`src/rtl/hangman_pkg.sv`:
```
// Shared constants and types for the hangman keyboard front end.
package hangman_pkg;

  // PS/2 set-2 prefix bytes
  localparam logic [7:0] SC_EXT = 8'hE0;
  localparam logic [7:0] SC_BRK = 8'hF0;

  localparam int LETTER_W    = 5;
  localparam int NUM_LETTERS = 26;

  // Prefix-tracking state of the scan-code parser
  typedef enum logic [1:0] {
    IDLE    = 2'd0,
    EXT     = 2'd1,
    BRK     = 2'd2,
    EXT_BRK = 2'd3
  } kb_state_e;

endpackage

```
`src/rtl/scancode_to_letter.sv`:
```
// Combinational set-2 scan code to letter index lookup (A=0 .. Z=25).
module scancode_to_letter
  import hangman_pkg::*;
(
  input  logic [7:0]          scan_code,
  output logic                hit,
  output logic [LETTER_W-1:0] idx
);

  // Map each letter make code to its alphabet position; anything else misses
  always_comb begin
    // NOTE: every output gets a default first so no path leaves it unassigned (no latch).
    hit = 1'b1;
    idx = '0;
    unique case (scan_code)
      8'h1C: idx = 5'd0;
      8'h32: idx = 5'd1;
      8'h21: idx = 5'd2;
      8'h23: idx = 5'd3;
      8'h24: idx = 5'd4;
      8'h2B: idx = 5'd5;
      8'h34: idx = 5'd6;
      8'h33: idx = 5'd7;
      8'h43: idx = 5'd8;
      8'h3B: idx = 5'd9;
      8'h42: idx = 5'd10;
      8'h4B: idx = 5'd11;
      8'h3A: idx = 5'd12;
      8'h31: idx = 5'd13;
      8'h44: idx = 5'd14;
      8'h4D: idx = 5'd15;
      8'h15: idx = 5'd16;
      8'h2D: idx = 5'd17;
      8'h1B: idx = 5'd18;
      8'h2C: idx = 5'd19;
      8'h3C: idx = 5'd20;
      8'h2A: idx = 5'd21;
      8'h1D: idx = 5'd22;
      8'h22: idx = 5'd23;
      8'h35: idx = 5'd24;
      8'h1A: idx = 5'd25;
      default: hit = 1'b0;
    endcase
  end

endmodule

```
`src/rtl/guess_input.sv`:
```
// Keyboard guess front end: parses PS/2 set-2 bytes, filters repeats,
// already-guessed letters and too-early presses, and emits load/load_x.
module guess_input
  import hangman_pkg::*;
#(
  parameter int unsigned GAP_CYCLES = 4
) (
  input  logic                   clk,
  input  logic                   reset,
  input  logic                   scan_valid,
  input  logic [7:0]             scan_code,
  input  logic                   enable,
  input  logic [NUM_LETTERS-1:0] current_mask,
  output logic                   load,
  output logic [LETTER_W-1:0]    load_x,
  output logic                   dup,
  output logic                   busy
);

  localparam logic [7:0] GAP_LOAD = 8'(GAP_CYCLES - 1);

  kb_state_e             state;
  logic                  held;
  logic [7:0]            held_code;
  logic [7:0]            gap_cnt;
  logic                  hit;
  logic [LETTER_W-1:0]   idx;
  logic                  is_make;
  logic                  accept;
  logic                  emit;
  logic                  guessed;

  scancode_to_letter u_lut (
    .scan_code (scan_code),
    .hit       (hit),
    .idx       (idx)
  );

  // A fresh letter press: make code in IDLE that is not a typematic repeat.
  // Emission additionally needs the game running, no cooldown, and no dup
  // last cycle so dup never pulses on two consecutive cycles.
  assign is_make = scan_valid && (state == IDLE) &&
                   (scan_code != SC_EXT) && (scan_code != SC_BRK);
  assign accept  = is_make && hit && !(held && (scan_code == held_code));
  assign emit    = accept && enable && !busy && !dup;
  assign guessed = current_mask[idx];

  // Prefix tracking; runs regardless of enable so the byte stream never desyncs
  always_ff @(posedge clk or negedge reset) begin
    if (!reset) begin
      state <= IDLE;
    end else if (scan_valid) begin
      // NOTE: sequential state uses non-blocking assignments so all flops update together.
      unique case (state)
        IDLE:    state <= (scan_code == SC_EXT) ? EXT :
                          (scan_code == SC_BRK) ? BRK : IDLE;
        EXT:     state <= (scan_code == SC_BRK) ? EXT_BRK : IDLE;
        EXT_BRK: state <= IDLE;
        BRK:     state <= IDLE;
        default: state <= IDLE;
      endcase
    end
  end

  // Remember the last accepted letter until its break code arrives
  always_ff @(posedge clk or negedge reset) begin
    if (!reset) begin
      held      <= 1'b0;
      held_code <= 8'h00;
    end else if (accept) begin
      held      <= 1'b1;
      held_code <= scan_code;
    end else if (scan_valid && (state == BRK) && (scan_code == held_code)) begin
      held      <= 1'b0;
    end
  end

  // Registered guess/dup strobes; load_x holds the last loaded letter
  always_ff @(posedge clk or negedge reset) begin
    if (!reset) begin
      load   <= 1'b0;
      dup    <= 1'b0;
      load_x <= '0;
    end else begin
      load <= emit && !guessed;
      dup  <= emit && guessed;
      if (emit && !guessed) begin
        load_x <= idx;
      end
    end
  end

  // Cooldown after each load so game_process can finish its mask update
  always_ff @(posedge clk or negedge reset) begin
    if (!reset) begin
      gap_cnt <= 8'd0;
      busy    <= 1'b0;
    end else if (emit && !guessed) begin
      gap_cnt <= GAP_LOAD;
      busy    <= 1'b1;
    end else if (busy) begin
      if (gap_cnt == 8'd0) begin
        busy <= 1'b0;
      end else begin
        gap_cnt <= gap_cnt - 8'd1;
      end
    end
  end

endmodule

```
`config.mk`:
```
export PLATFORM = sky130hd
export DESIGN_NAME = guess_input
export DESIGN_NICKNAME = d
export VERILOG_FILES = /design/src/rtl/hangman_pkg.sv /design/src/rtl/scancode_to_letter.sv /design/src/rtl/guess_input.sv
export SDC_FILE = /design/constraint.sdc
export NUM_CORES = 1
export LEC_CHECK = 0
export ABC_AREA = 1
export CAP_MARGIN = 15
export CORE_MARGIN = 1
export CORE_UTILIZATION = 30
export CTS_BUF_LIST = sky130_fd_sc_hd__clkbuf_16
export DETAILED_ROUTE_END_ITERATION = 7
export GPL_TIMING_DRIVEN = 1
export PLACE_DENSITY = 0.63
export SLEW_MARGIN = 0
export SYNTH_ARGS = -nofsm -noshare
export SYNTH_HDL_FRONTEND = slang
export SYNTH_SLANG_ARGS = --single-unit
export TNS_END_PERCENT = 30
```
`constraint.sdc`:
```
create_clock -name clk -period 2.1 [get_ports clk]
set_input_delay 0.525 -clock clk [delete_from_list [all_inputs] [get_ports clk]]
set_output_delay 0.525 -clock clk [all_outputs]
set_load 0.02 [all_outputs]
```
# After elaboration in Yosys (flattened, before gate mapping)
# Cells that the tools add are included.
[totals]
register_bits = 27
elab_cells = 85
[classes]
addsub = 1
magnitude_cmp = 1
n_eq_ne = 35
n_mux = 16
n_reduce_logical = 24
[op_table]
columns = ["cell", "n"]
rows = [
  ["== test 8 x 6 -> 1 bit, second input constant", 16],
  ["one-hot mux 5 bit (25 select lines)", 1],
  ["== test 8 x 5 -> 1 bit, second input constant", 5],
  ["== test 8 x 7 -> 1 bit, second input constant", 5],
  ["OR reduction 26 bit", 1],
  ["2-to-1 mux 8 bit", 3],
  ["== test 8 bit, second input constant", 2],
  ["inequality test 8 bit, second input constant", 2],
  ["logical AND 1 bit", 13],
  ["== test 8 bit", 1],
  ["zero test 8 bit", 1],
  ["subtractor 8 x 1 -> 8 bit, second input constant", 1],
  ["2-to-1 mux 1 bit", 7],
  ["< comparator 5 x 6 -> 1 bit, second input constant", 1],
  ["2-to-1 mux 2 bit", 3],
  ["one-hot mux 2 bit (3 select lines)", 1],
  ["binary-select mux 1 bit (select 5 bit)", 1],
  ["== test 2 bit, second input constant", 2],
  ["zero test 1 bit", 4],
  ["nonzero test 2 bit", 2],
  ["== test 2 x 1 -> 1 bit, second input constant", 1],
  ["zero test 2 bit", 1],
  ["inequality test 2 bit, second input constant", 1],
  ["AND reduction 2 bit", 1],
  ["OR reduction 2 bit", 1],
]

# Logic depth before layout (Yosys ltp)
[logic_depth]
word_depth = 12
mapped_depth = 21
ltp_nobuf = 20

# Hierarchy
# Synthesis repeated with hierarchy kept, for this count alone.
[hier_totals]
cells_unflattened = 352
area_unflattened_um2 = 2205.9
[modules_own_cells]
columns = ["module", "instances", "cells_each", "area_each_um2", "seq_area_each_um2"]
rows = [
  ["guess_input", 1, 246, 1756.7, 675.6],
  ["scancode_to_letter", 1, 106, 449.2, 0.0],
]

# Worst setup path after synthesis
# OpenSTA, ideal clock, no wires.
[synth_path]
path_type = "input-to-reg"
startpoint = "in scan_code[0]"
endpoint = "reg gap_cnt[7]"
t_arrival_ns = 2.115
required_time_ns = 1.979
setup_slack_ns = -0.136
cell_stages = 20
path_cell_list = "buf_2 inv_2 nand2_1 nor2_2 nand2_2 nand2_1 nor2_4 nand3_4 buf_6 nand2_1 nand3_1 nand2_1 nand2_1 nand2_1 nand2_1 nand3_2 nand2_4 nand2_8 inv_8 nor2_2"
[synth_via]
elab_chain_len = 11
word_cells_on_any_way = 49
[synth_rtl]
columns = ["item", "line", "rtl"]
rows = [
  ["start: declaration", "guess_input.sv:11", "input logic [7:0] scan_code,"],
  ["branches (longest 8 deep; another with one-hot mux 5 bit (25 select lines))", "-", ""],
  ["logical AND 1 bit (*)", "guess_input.sv:98", "end else if (emit && !guessed) begin"],
  ["inequality test 2 bit (no line) or nonzero test 2 bit (tied branches)", "-", ""],
  ["AND reduction 2 bit (no line)", "-", ""],
  ["end signal: assignment", "guess_input.sv:105", "gap_cnt <= gap_cnt - 8'd1;"],
  ["end: declaration", "guess_input.sv:25", "logic [7:0] gap_cnt;"],
]
# Mark *: on every way between the ends. The select of a mux whose other input is x is not followed.
# A chain may end at the register's enable or synchronous reset.

# Worst setup path after layout
# Same ends and word-level chain as after synthesis.

==> summary.md <==
| Metric | Value |
|---|---|
| Status | complete, but fails checks |
| Failing checks | setup timing |
| End-of-flow core utilization | between 50% and 60% |
| Post-synth top area share | 29.83% |
| Critical R2R Launch | held_code[2] |
| Io pins | 46 |
| Finished Layout Cells | 553 |
| ANT nets after route | 0 |
| Share of layout cells above drive strength 1 | 38.11% |
| Total iterations of the first detailed-routing run | 4 |
| Fillers | between 700 and 800 |
| Core ar. | 7292 um^2 |
| Fin nets | between 400 and 500 |
| WHS | 480.0 ps |
| Setup Skew | roughly 4.0 ps |
| Slew headroom | 74.90% |
| Worst Setup Start Kind | primary input |
| Die Y | 88.89 um |
| Final setup violation count | 12 |
| Initial detailed-routing violation count | 116 |
| Fin crit share | 102.5% |
| Clk buf depth | 2 |
| Arrival @ worst endpoint | 2300 ps |
| Gr ovfl total | 0 |
| Max cap viols | 0 |
| GRT Resource Usage Total | 16.41% |
| Worst Max-Slew Pin Slew | 373.1 ps |
| VDD IR max | 0.0003089 V |
| Worst-Skew Late Latency | 260 ps |
| Avg WL per Cell | roughly 11 um |
| Critical Path Source | scan_code[0] |
| Final worst path period need | 2151 ps |
| Area growth from synthesis to layout | 67.57% |
| EDFF count, synth | 0 |
| Routed wire length | 6.312 mm |
| Critical path endpoint category | flip-flop |
| Chip width | 88.89 um |
| Total vias in the final route | 2577 |
| TNS Setup | -380.1 ps |
| Top post-synthesis cells by area | dfrtp_1, nand2_1, inv_1 |
| IO Port Bufs | 45 |
| Mapped Cells | 344 |
| Post-Syn Area | approximately 2300 um^2 |
| Row cnt | 31 |
| Pins over their slew limit | 0 |
| # DRC | 0 |
| Crit-path max FO | 8 |
| # diodes | 0 |
| Post-synth ARST share | 100.0% |
| DP HPWL | about 4.5 mm |
| CTS tree | yes |
| FMAX | 464.8 MHz |
| Final hold vios | 0 |
| Yosys warns | 0 |
| Post-synthesis sequential element count | 27 |
| CTS clock-pin slew for the worst setup and hold paths | ~70 ps |
| Sink Count | 27 |
| Initial antenna violation count | 0 |
| Netlist cell types | 31 |
| Initial Util | 31.06% |
| Inst Count DP | 530 |
| Leading area contributor after synthesis | dfrtp_1 |
| Worst hold start | load_x[3] |
| Crit Path Class | in -> reg |
| Syn Area/Cell | 6.583 um^2 |
| Placer Congestion | 0.8429 |
| Leading cell type in the layout, fill and taps excluded | nand2_1 |
| Final setup margin | -51.46 ps |
| Die ar. | 7901 um^2 |
| Largest net degree at the start of global routing | 28 |
| Via-to-Cell Ratio | about 4.7 |
| Leakage power | 1.951 nW |
| First-pass GRT wire length | 10.43 mm |
| Post-Syn Nets | 384 |
| Most frequent cells in the layout | nand2_1, buf_4, inv_1, clkdlybuf4s50_1, nand2_2 |
| Ys flop type | dfrtp_1 |
| Sequential-to-total area share from yosys stat | 29.83% |
| Critical Path RT | 2250 ps |
| RSZ-0062 raised after global routing | true |
| Number of CTS-inserted buffers | 3 |
| H-tree depth | 1 |
| Power Density | slightly above 400 nW/um^2 |
| Root Driver | clkbuf_16 |
| Worst Hold Class | reg -> reg |
| Vias in the first global route | 2430 |
| # hold bufs at CTS | 0 |
synthesized netlist by cell type (2+ instances only):
master,n
nand2_1,106
inv_1,47
nor2_1,29
dfrtp_1,27
nand3_1,26
nand4_1,17
nand2_2,12
inv_2,10
o21ai_0,10
nor2_4,9
xor2_1,9
nor2_2,7
nor3_1,5
xnor2_1,5
nor4_1,4
a21oi_1,2
buf_2,2
buf_4,2
ha_1,2
nand3_2,2
per-stage QoR:
stage               setup slack (ps)  area (um^2)  power [mW]
floorplan                     -42.41         2331      0.8601
global placement              -835.2         3204       1.032
detailed placement            -828.3         3204       1.040
CTS                           -55.22         3505       1.523
global route                  -209.0         3795       1.675
finish                        -51.46         3795       1.578
kinds of logic after synthesis:
logic type | after synthesis | synth area share [%]
AND/OR/NAND/NOR | 222 | 48.40
buffers and inverters | 64 | 11.71
flip-flops | 27 | 29.83
AO/OA/AOI/OAI | 15 | 3.536
XOR/XNOR | 14 | 5.414
adder cells (fa/ha/maj) | 2 | 1.105
routing by layer:
metal,GRT usage (%),vias up,wire (um)
li1,-,1307,-
met1,20.48,1211,2709
met2,30.28,55,3347
met3,1.493,4,208
met4,3.959,0,47
met5,0,-,0
registers in the layout, indices dropped and copies added, names as in the netlist:
name and flops:
gap_cnt 8, load 1, load_x 5, state 2, dup 1, held 1
busy 1, held_code 8
power by group:
part | total (mW) | leakage [nW] | internal, mW | switching (mW)
registers | 0.633 | 0.332 | 0.586 | 0.0470
clock network | 0.444 | 0.0371 | 0.259 | 0.185
logic | 0.501 | 1.58 | 0.259 | 0.243
layout make-up:
type	instances	area (um^2)	share of cell area, %
Sequential cell	27	675.6	17.80
Inverter	58	270.3	7.122
Clock buffer	3	75.07	1.978
Timing Repair Buffer	110	1022	26.94
Multi-Input combinational cell	255	1620	42.70
Tap cell	99	123.9	3.264
Clock inverter	1	7.507	0.1978
path summary, 6_finish.rpt:
check                                     to  slack, ps  cells past startpoint
min in group asynchronous       held_code[5]        630                      2
worst min register to register     load_x[3]        480                      2
worst max register to register    gap_cnt[0]        150                     12
worst max-delay path              gap_cnt[7]        -50                     19
max in group asynchronous           state[0]       1210                      2
worst min-delay path               load_x[3]        480                      2
worst max-delay path: stages:
cell     delay [ps]
buf_8           100
buf_8           130
nand2_8          70
nor2_4           50
nand2_2          90
nand2_2          70
nor2_4          220
buf_6           160
nand4_1         110
nand3_2          70
nand2_1          50
nand2_1          60
nand2_1          50
nand2_1          70
nand3_2          80
nand2_4         160
nand2_8          90
inv_12          100
nor2_2           40
repair_timing:
item,CTS,global route
setup buffers,9,8
gates resized for setup,77,66
pin swaps,27,38
setup endpoints to repair,25,24
endpoints found under the hold margin,0,0
gates cloned,2,0
No activity file was read; power rests on OpenSTA's default activity.
